===== src/rtl/muldiv_sched.sv =====
// rtl/muldiv_sched.sv - issue sequencer and HI/LO interlock for the iterative mul/div unit
//
// Decodes the ID-stage instruction, launches MULT/MULTU/DIV/DIVU on the shared
// unit, times its latency, pulses the HI/LO write at completion, and stalls any
// HI/LO-touching instruction in ID while an operation is outstanding.
//
// Ports:
//   clk, reset         - rising-edge clock, asynchronous active-high reset
//   ID_Op, ID_Funct    - opcode / funct of the instruction in ID
//   ID_Valid           - ID holds a real instruction
//   ID_Kill            - ID instruction is flushed this cycle
//   Ext_Stall          - another unit is holding ID this cycle (blocks issue)
//   PC_WriteEn         - 0 holds the PC
//   IFID_WriteEn       - 0 holds the IF/ID register
//   Stall_flush        - 1 inserts a bubble into ID/EX
//   MD_Start           - registered one-cycle start pulse to the unit
//   MD_IsDiv           - registered: 1 divide, 0 multiply
//   MD_Signed          - registered: 1 signed, 0 unsigned
//   HiLo_WriteEn       - registered one-cycle HI/LO write pulse
//   MD_Busy            - an operation is outstanding (BUSY or WB)

module muldiv_sched #(
  parameter int MUL_CYCLES = 4,
  parameter int DIV_CYCLES = 32,
  parameter int CNT_W      = 6
) (
  input  logic       clk,
  input  logic       reset,
  input  logic [5:0] ID_Op,
  input  logic [5:0] ID_Funct,
  input  logic       ID_Valid,
  input  logic       ID_Kill,
  input  logic       Ext_Stall,
  output logic       PC_WriteEn,
  output logic       IFID_WriteEn,
  output logic       Stall_flush,
  output logic       MD_Start,
  output logic       MD_IsDiv,
  output logic       MD_Signed,
  output logic       HiLo_WriteEn,
  output logic       MD_Busy
);

  typedef enum logic [1:0] {IDLE, BUSY, WB} state_t;

  // Counter preloads: BUSY lasts exactly N cycles, counting N-1 down to 0.
  localparam logic [CNT_W-1:0] MulLoad = CNT_W'(MUL_CYCLES - 1);
  localparam logic [CNT_W-1:0] DivLoad = CNT_W'(DIV_CYCLES - 1);

  state_t           state;
  state_t           nextState;
  logic [CNT_W-1:0] count;
  logic             isSpecial;
  logic             mdOp;
  logic             hiloUse;
  logic             issue;
  logic             stallReq;

  // MULT/MULTU/DIV/DIVU are funct 0110xx; MFHI/MTHI/MFLO/MTLO are 0100xx.
  assign isSpecial = (ID_Op == 6'b000000);
  assign mdOp      = isSpecial && (ID_Funct[5:2] == 4'b0110);
  assign hiloUse   = mdOp || (isSpecial && (ID_Funct[5:2] == 4'b0100));

  assign issue    = (state == IDLE) && ID_Valid && mdOp && !ID_Kill && !Ext_Stall;
  assign stallReq = (state != IDLE) && ID_Valid && hiloUse && !ID_Kill;

  always_comb begin
    nextState = state;
    case (state)
      IDLE:    if (issue) nextState = BUSY;
      BUSY:    if (count == '0) nextState = WB;
      WB:      nextState = IDLE;
      default: nextState = IDLE;
    endcase
  end

  always_ff @(posedge clk or posedge reset) begin
    if (reset) begin
      state        <= IDLE;
      count        <= '0;
      MD_Start     <= 1'b0;
      MD_IsDiv     <= 1'b0;
      MD_Signed    <= 1'b0;
      HiLo_WriteEn <= 1'b0;
    end else begin
      state        <= nextState;
      MD_Start     <= issue;
      HiLo_WriteEn <= (state == BUSY) && (count == '0);
      if (issue) begin
        count     <= ID_Funct[1] ? DivLoad : MulLoad;
        MD_IsDiv  <= ID_Funct[1];
        MD_Signed <= ~ID_Funct[0];
      end else if ((state == BUSY) && (count != '0)) begin
        count <= count - 1'b1;
      end
    end
  end

  assign PC_WriteEn   = ~stallReq;
  assign IFID_WriteEn = ~stallReq;
  assign Stall_flush  = stallReq;
  assign MD_Busy      = (state != IDLE);

endmodule


===== config.mk =====
export PLATFORM = sky130hd
export DESIGN_NAME = muldiv_sched
export DESIGN_NICKNAME = d
export VERILOG_FILES = /design/src/rtl/muldiv_sched.sv
export SDC_FILE = /design/constraint.sdc
export NUM_CORES = 1
export LEC_CHECK = 0
export CORE_MARGIN = 10
export CORE_UTILIZATION = 37
export CTS_BUF_LIST = sky130_fd_sc_hd__clkbuf_16
export DETAILED_ROUTE_END_ITERATION = 8
export PLACE_DENSITY = 0.81
export RECOVER_POWER = 100
export SYNTH_ARGS = -nofsm -noshare
export SYNTH_HDL_FRONTEND = slang
export SYNTH_SLANG_ARGS = --single-unit
export TNS_END_PERCENT = 1

===== constraint.sdc =====
create_clock -name clk -period 1.4 [get_ports clk]
set_input_delay 0.14 -clock clk [delete_from_list [all_inputs] [get_ports clk]]
set_output_delay 0.14 -clock clk [all_outputs]
set_load 0.005 [all_outputs]

==> After elaboration in Yosys (flattened, before gate mapping) <==
Cells that the tools add are included.
{ "word_totals": {"elab_cells": 41, "register_bits": 12, "output_inout_bits": 8, "in_bits": 17} }
{ "op_classes": {"add_sub_neg": 1, "bitwise": 2, "n_reduce_logical": 21, "n_eq_ne": 5, "n_mux": 6} }
{ "op_table": {"columns": ["operator", "n"], "rows": [
  ["$logic_not A6 Y1", 2],
  ["$mux W6", 2],
  ["$logic_and A1 B1 Y1", 11],
  ["$eq A4 B3 Y1 const B", 2],
  ["$reduce_bool A6 Y1", 1],
  ["$sub A6 B1 Y6 const B", 1],
  ["$mux W5", 1],
  ["$mux W2", 2],
  ["$ne A2 B2 Y1 const B", 2],
  ["$pmux W2 S2", 1],
  ["$reduce_bool A2 Y1", 2],
  ["$eq A2 B1 Y1 const B", 1],
  ["$logic_not A1 Y1", 2],
  ["$logic_not A2 Y1", 1],
  ["$not A1 Y1", 2],
  ["$reduce_and A2 Y1", 1],
  ["$logic_or A1 B1 Y1", 1]
]} }

==> Longest topological paths before layout <==
Gate-level depths: netlist of run 1.
{ "depth": {"depth_word": 7, "mapped_depth": 6, "depth_no_buf": 6} }

==> Worst setup path after synthesis of run 1 <==
Ideal clock, no wire load.
{ "synth_timing": {"path_type": "register -> register", "startpoint": "reg count[0]", "endpoint": "reg count[3]", "setup_time_ns": 0.082, "path_stages_with_launch": 4, "path_buffers": 0, "t_arrival_ns": 1.429, "path_slack_ns": -0.111, "period_less_slack_ns": 1.511, "required_time_ns": 1.318, "cell_sequence": "dfrtp_1 or4b_4 or4_1 a31oi_1"} }
{ "synth_via": {"elab_chain_len": 3, "word_cells_on_any_way": 6, "cone_classes": "add/sub (1); mux (2); reduce/logical (3)"} }
{ "synth_rtl": {"columns": ["element", "line", "rtl"], "rows": [
  ["from (decl)", "52", "logic [CNT_W-1:0] count;"],
  ["from (signal assigned)", "90", "count <= ID_Funct[1] ? DivLoad : MulLoad;"],
  ["from (signal assigned)", "94", "count <= count - 1'b1;"],
  ["$sub A6 B1 Y6 or $reduce_bool A6 Y1 (tied branches)", "94, 93", null],
  ["$mux W6 or $logic_and A1 B1 Y1 (tied branches)", "93", "end else if ((state == BUSY) && (count != '0)) begin"],
  ["$mux W6 or $reduce_bool A2 Y1 (tied branches)", null, null]
]} }
Parallel ways exist; a longest one is shown, timed or not. The select of a mux whose other input is x is not followed.
A chain may end at the register's enable or synchronous reset.

==> Worst setup path after layout of run 1 <==
Same ends and word-level chain as after synthesis.

==> impl_metrics.toml, run 1 <==
[logic_synthesis]
synth_common_cells = "dfrtp_1 (12), nand2_1 (6), inv_1 (5)"
synth-simple-area-share_pct = 26.98
synth_xor_area_share_pct = 1.420
syn_area_um2 = 616.8
yosysUniqueCellTypes = 27
postSynth.asyncResetShare_pct = 100.0
muxShareOfSynthArea_pct = 3.448
syn_inst = 61
synth.net_count = 80
synth_top_area_share_pct = 48.68
ys_seq_area_share_pct = 48.68
synth.avg_cell_area_um2 = 10.11
synth_area_leaders = "dfrtp_1 (49%), ha_1 (4.1%), nand2_1 (3.7%)"
synth-warning-count = 0
synth.most_common_cell = "dfrtp_1"
synth_edf_count = 0
synth_top_area_cell = "dfrtp_1"
synth_top_family_by_area = "simple AND/OR/NAND/NOR gates"
synth_fa_ha_area_share_pct = 4.057
ys_ff_latch = 12
ys.flop_type = "dfrtp_1"
synth-compound-area-share_pct = 9.736

[placed_design]
gp_congestion = 0.7800
dp_hpwl_mm = 1.313
postPlaceCellArea_um2 = 935.9
port_buffers = 24

[finish]
layout-drive-gt1-share_pct = 23.71
stdcell_area_mm2 = 0.001039
diodes = 0
seq_area_um2 = 300.3
area_delta_synth_final_pct = 68.36
fillers = 120
final_net_count = 117
multi_input_area_um2 = 309.0

[status]
status = "finished, violations left"
violations = "setup timing"

[critical_path]
r2r_slack_ns = -0.16
timing.rr.end = "count[3]"
startpoint_type = "register"
r2r-start = "count[0]"
critPathMaxFanout = 3
arrival_ns = 1.72
worst_r2r_path_depth = 3
end_kind = "register"
required_ns = 1.56
path_class = "reg -> reg"

[route]
routed_wl_mm = 1.624
dr_total_vias = 548
drt-wirelength-per-cell_um = 14.37
drc_errors = 0
initialDrtViolationCount = 7
ant_nets = 0
via_per_inst = 4.850
first_pass_iters = 4

[floorplanning]
rows = 14
dieArea_mm2 = 0.003700
die_x_um = 60.83
io_pins = 25
core_mm2 = 0.001541
die_y_um = 60.83
start_util_pct = 40.02

[global_routing]
overflow = 0
grt_pass1_wl_mm = 2.615
antenna_found_initial = 0
grt_max_degree = 13
grt_pass1_vias = 550
grt_usage_pct = 9.462

[clocking]
clock_latency_ns = 0.24
cts_root_buffer = "clkbuf_16"
cts_tree = "built"
hold_buffers = 0
cts_buffers = 3
cts.sinks = 12
clk_pin_slew_ns = 0.04
cts.path.max_buffers = 2
ctsHtreeMaxLevel = 1

[timing]
finalCritPeriodShare_pct = 111.4
fin_skew_ns = 0.0006276
layout_min_cycle_time_ns = 1.559
holdWs_ns = 0.3490
rsz0062_at_grt = "true"
tightestPinTransition_ns = 0.4457
maxSlewViolCount = 0
setup_ws_ns = -0.1595
hold_violations = 0
finalSetupViolCount = 10
max_freq_ghz = 0.6412
slew-limit-headroom_pct = 70.25

[pwr]
leakage_nw = 0.5047
ir_drop_v = 0.001429
powerDensity_mw_per_mm2 = 1722
power_mw = 1.788

[hold_path]
hp-class = "in -> async"

[job]
drv_cap = 0
-- cell families (layout without fill, tap and decap cells) --
family	count (synthesis)	in the layout
AO/OA/AOI/OAI	8	8
AND/OR/NAND/NOR	28	28
buffers and inverters	8	44
flip-flops	12	12
multiplexers	2	2
adder cells (fa/ha/maj)	2	2
XOR/XNOR	1	1
-- report_power, final --
group          switching, mW  internal (mW)  leakage (nW)  total (mW)
clock network          0.143          0.375        0.0385       0.518
registers              0.127          0.454         0.154       0.581
logic                  0.280          0.409         0.313       0.689
total                  0.550           1.24         0.505        1.79
-- stage by stage --
step / instances / util (%) / setup slack (ns) / TNS [ns]
4_1_cts: 112 / 66.64 / -0.1498 / -0.8751
3_3_place_gp: 108 / 60.71 / -0.4269 / -3.570
3_5_place_dp: 108 / 60.71 / -0.5348 / -4.626
6_report: 113 / 67.37 / -0.1595 / -0.6765
5_1_grt: 113 / 67.37 / -0.2315 / -2.046
2_1_floorplan: 61 / - / -0.1112 / -0.2093
-- placed cells by master, fill, tap and decap left out, types with 2 or more instances in the layout --
master	Yosys	layout
dfrtp_1	12	12
clkdlybuf4s50_1	0	11
o21ai_0	2	2
a31oi_1	3	3
nand2b_1	2	2
nand2_1	6	6
dlygate4sd2_1	0	4
clkbuf_16	0	3
dlymetal6s2s_1	0	2
nor2_1	4	4
or4_1	2	2
inv_1	5	4
dlygate4sd3_1	0	5
ha_1	2	2
and2_1	2	2
buf_4	1	11
nand4_1	2	2
-- what timing repair did --
item / 4_1_cts / 5_1_grt
pin swaps: 4 / 1
cloned: 0 / 0
setup endpoints to repair: 15 / 16
buffers inserted: 0 / 1
gates resized for setup: 16 / 3
-- final cells by class --
cell class	instances	share of cell area, %
repair buffers	35	30.00
multi-input cells	41	29.76
flip-flops and latches	12	28.92
clock buffers	3	7.229
well taps	16	1.928
inverters	5	1.807
clock inverters	1	0.3614
-- sequential cells by signal, indices dropped and copies added (netlist names) --
| signal | flops |
|---|---|
| count | 6 |
| state | 2 |
| HiLo_WriteEn | 1 |
| MD_IsDiv | 1 |
| MD_Signed | 1 |
| MD_Start | 1 |
-- how the worst max path moves through the flow --
stage / startpoint / end / slack (ns) / depth (start not counted)
2_1_floorplan: count[0] / count[3] / -0.11 / 3
3_3_place_gp: ID_Op[3] / Stall_flush / -0.43 / 5
3_5_place_dp: ID_Op[4] / Stall_flush / -0.53 / 5
4_1_cts: count[0] / count[3] / -0.15 / 3
5_1_grt: count[0] / count[3] / -0.23 / 3
6_report: count[0] / count[3] / -0.16 / 3
-- layer usage --
layer | track usage, % | vias up | routed length [µm]
met4 | 3.762 | 0 | 19
met3 | 3.967 | 4 | 80
li1 | - | 288 | -
met5 | 0 | - | 0
met2 | 16.01 | 9 | 933
met1 | 10.19 | 247 | 590
-- worst max-delay path: stages, from the launching register on --
cell and delay, ns:
dfrtp_1 0.39, or4b_4 0.56, or4_1 0.41, a31oi_1 0.13
Power figures use the tool's default switching activity.
==> run 2: changes to the inputs <==
SLEW_MARGIN = 20   (was unset)
==> results of run 2 <==
No change in the layout: final DEF, timing and power equal those of run 1.
==> run 3: changes to the inputs <==
CORE_MARGIN = unset   (was 10)
==> run 3 against run 2 <==
The run still ends with setup timing left; clock power decreased by 2%; flip-flop and latch count stayed put; sequential share of layout area decreased by 0.51 points; critical endpoint unchanged; largest cell class is now multi-input combinational cells.
==> impl_metrics.toml, run 3 (same netlist as run 1, synthesis figures left out) <==
[finish]
fillers = 111
area_delta_synth_final_pct = 71.40
diodes = 0
final_net_count = 115
layout_commonest_cell = "dfrtp_1"
layout-drive-gt1-share_pct = 27.66
regMostFlops = "count"
mostFrequentLayoutCells = "dfrtp_1 (12), clkdlybuf4s50_1 (11), buf_4 (9)"
largest_reg_flops = 6
reg_top3 = "count (6), state (2)"
final_cells = 110

[clocking]
cts.path.max_buffers = 2
cts_root_buffer = "clkbuf_16"
ctsHtreeMaxLevel = 1
cts_tree = "built"
cts.sinks = 12
hold_buffers = 0
clk_pin_slew_ns = 0.04
clock_latency_ns = 0.24
cts_buffers = 3

[timing]
slew-limit-headroom_pct = 69.73
max_freq_ghz = 0.6394
rsz0062_at_grt = "true"
maxSlewViolCount = 0
setup_ws_ns = -0.1639
fin_skew_ns = 0.003489
finalCritPeriodShare_pct = 111.7
hold_violations = 0
tightestPinTransition_ns = 0.4536
finalSetupViolCount = 6
layout_min_cycle_time_ns = 1.564
finalSetupTns_ns = -0.4736

[status]
violations = "setup timing"
status = "finished, violations left"

[placed_design]
gp_congestion = 0.7678
dp_hpwl_mm = 1.092
dp_cells = 107
port_buffers = 24

[route]
drt-wirelength-per-cell_um = 13.07
routed_wl_mm = 1.438
dr_total_vias = 561
drc_errors = 0
initialDrtViolationCount = 6
ant_nets = 0
via_per_inst = 5.100
first_pass_iters = 4

[critical_path]
end_kind = "register"
path_class = "reg -> reg"
required_ns = 1.56
arrival_ns = 1.72
cp_slowest_cell = "or4b_4"
startpoint_type = "register"
worstPathCellList = "or4b_4 -> or4_4 -> a31oi_1"
timing.rr.end = "count[3]"
worst_r2r_path_depth = 3
r2r_slack_ns = -0.16
r2r-start = "count[1]"
critPathMaxFanout = 3
cp_slowest_stage_delay_ns = 0.55

[global_routing]
antenna_found_initial = 0
overflow = 0
grt_pass1_vias = 606
use_met1_pct = 22.43
grt_pass1_wl_mm = 2.628
use_met2_pct = 34.24
grt-busiest-layer = "met2"
grt.met3_usage_pct = 8.085
grt_usage_pct = 20.09
grt_max_degree = 13

[pwr]
powerDensity_mw_per_mm2 = 1769
power_mw = 1.870
leakage_nw = 0.5032
ir_drop_v = 0.001078

[floorplanning]
rows = 14
start_util_pct = 40.48
die_x_um = 42.83
io_pins = 25
dieArea_mm2 = 0.001834
core_mm2 = 0.001524
die_y_um = 42.83

[job]
drv_cap = 0

[hold_path]
hp-class = "in -> async"
-- run 3: cell count changes in the layout (fill, tap and decap cells not counted), sizes merged --
cell         change
clkbuf           -2
buf              +1
clkinv           -1
dlygate4sd2      -1
-- run 3: power by group --
group / total [mW] / switching [mW] / internal, mW
Sequential: 0.600 / 0.147 / 0.453
Clock: 0.506 / 0.135 / 0.371
Combinational: 0.764 / 0.312 / 0.452
-- run 3: worst max path at each step --
stage	to	cells past startpoint	slack [ns]	startpoint
3_5_place_dp	Stall_flush	5	-0.50	ID_Op[3]
6_report	count[3]	3	-0.16	count[1]
2_1_floorplan	count[3]	3	-0.11	count[0]
5_1_grt	count[4]	6	-0.24	count[0]
4_1_cts	count[3]	3	-0.16	count[1]
3_3_place_gp	Stall_flush	5	-0.40	ID_Op[3]
-- run 3: per-stage QoR --
stage,cell area [µm²],setup WS [ns],util (%),hold slack (ns)
after floorplan,616.8,-0.1112,-,0.004699
after global placement,928.4,-0.3963,60.92,0.4674
after detailed placement,928.4,-0.5043,60.92,0.4870
after CTS,1018,-0.1571,66.83,0.2537
after global routing,1057,-0.2367,69.38,0.4338
final,1057,-0.1639,69.38,0.3616
-- run 3: area by class of cell --
cell class / count / area [µm²] / area share (%)
Multi-Input combinational cell: 41 / 349.1 / 33.02
Timing Repair Buffer: 33 / 294.0 / 27.81
Inverter: 5 / 18.77 / 1.775
Tap cell: 16 / 20.02 / 1.893
Clock buffer: 3 / 75.07 / 7.101
Sequential cell: 12 / 300.3 / 28.40
-- run 3: timing repair --
item,in CTS,in global routing
buffers inserted,0,0
setup endpoints to repair,13,15
pin swaps,5,3
endpoints found under the hold margin,0,0
resized for setup,18,9
-- run 3: critical path: cells and delay by family (launching register included) --
kind | cells | cell delay, ns
and+or+nand+nor | 2 | 0.97
DFF | 1 | 0.39
AOI/OAI and AO/OA | 1 | 0.13
-- run 3: routing by layer --
| metal | up-vias | part of all wire (%) |
|---|---|---|
| li1 | 282 | - |
| met3 | 2 | 4.1 |
| met4 | 0 | 0.83 |
| met2 | 10 | 53 |
| met5 | - | 0 |
| met1 | 267 | 42 |
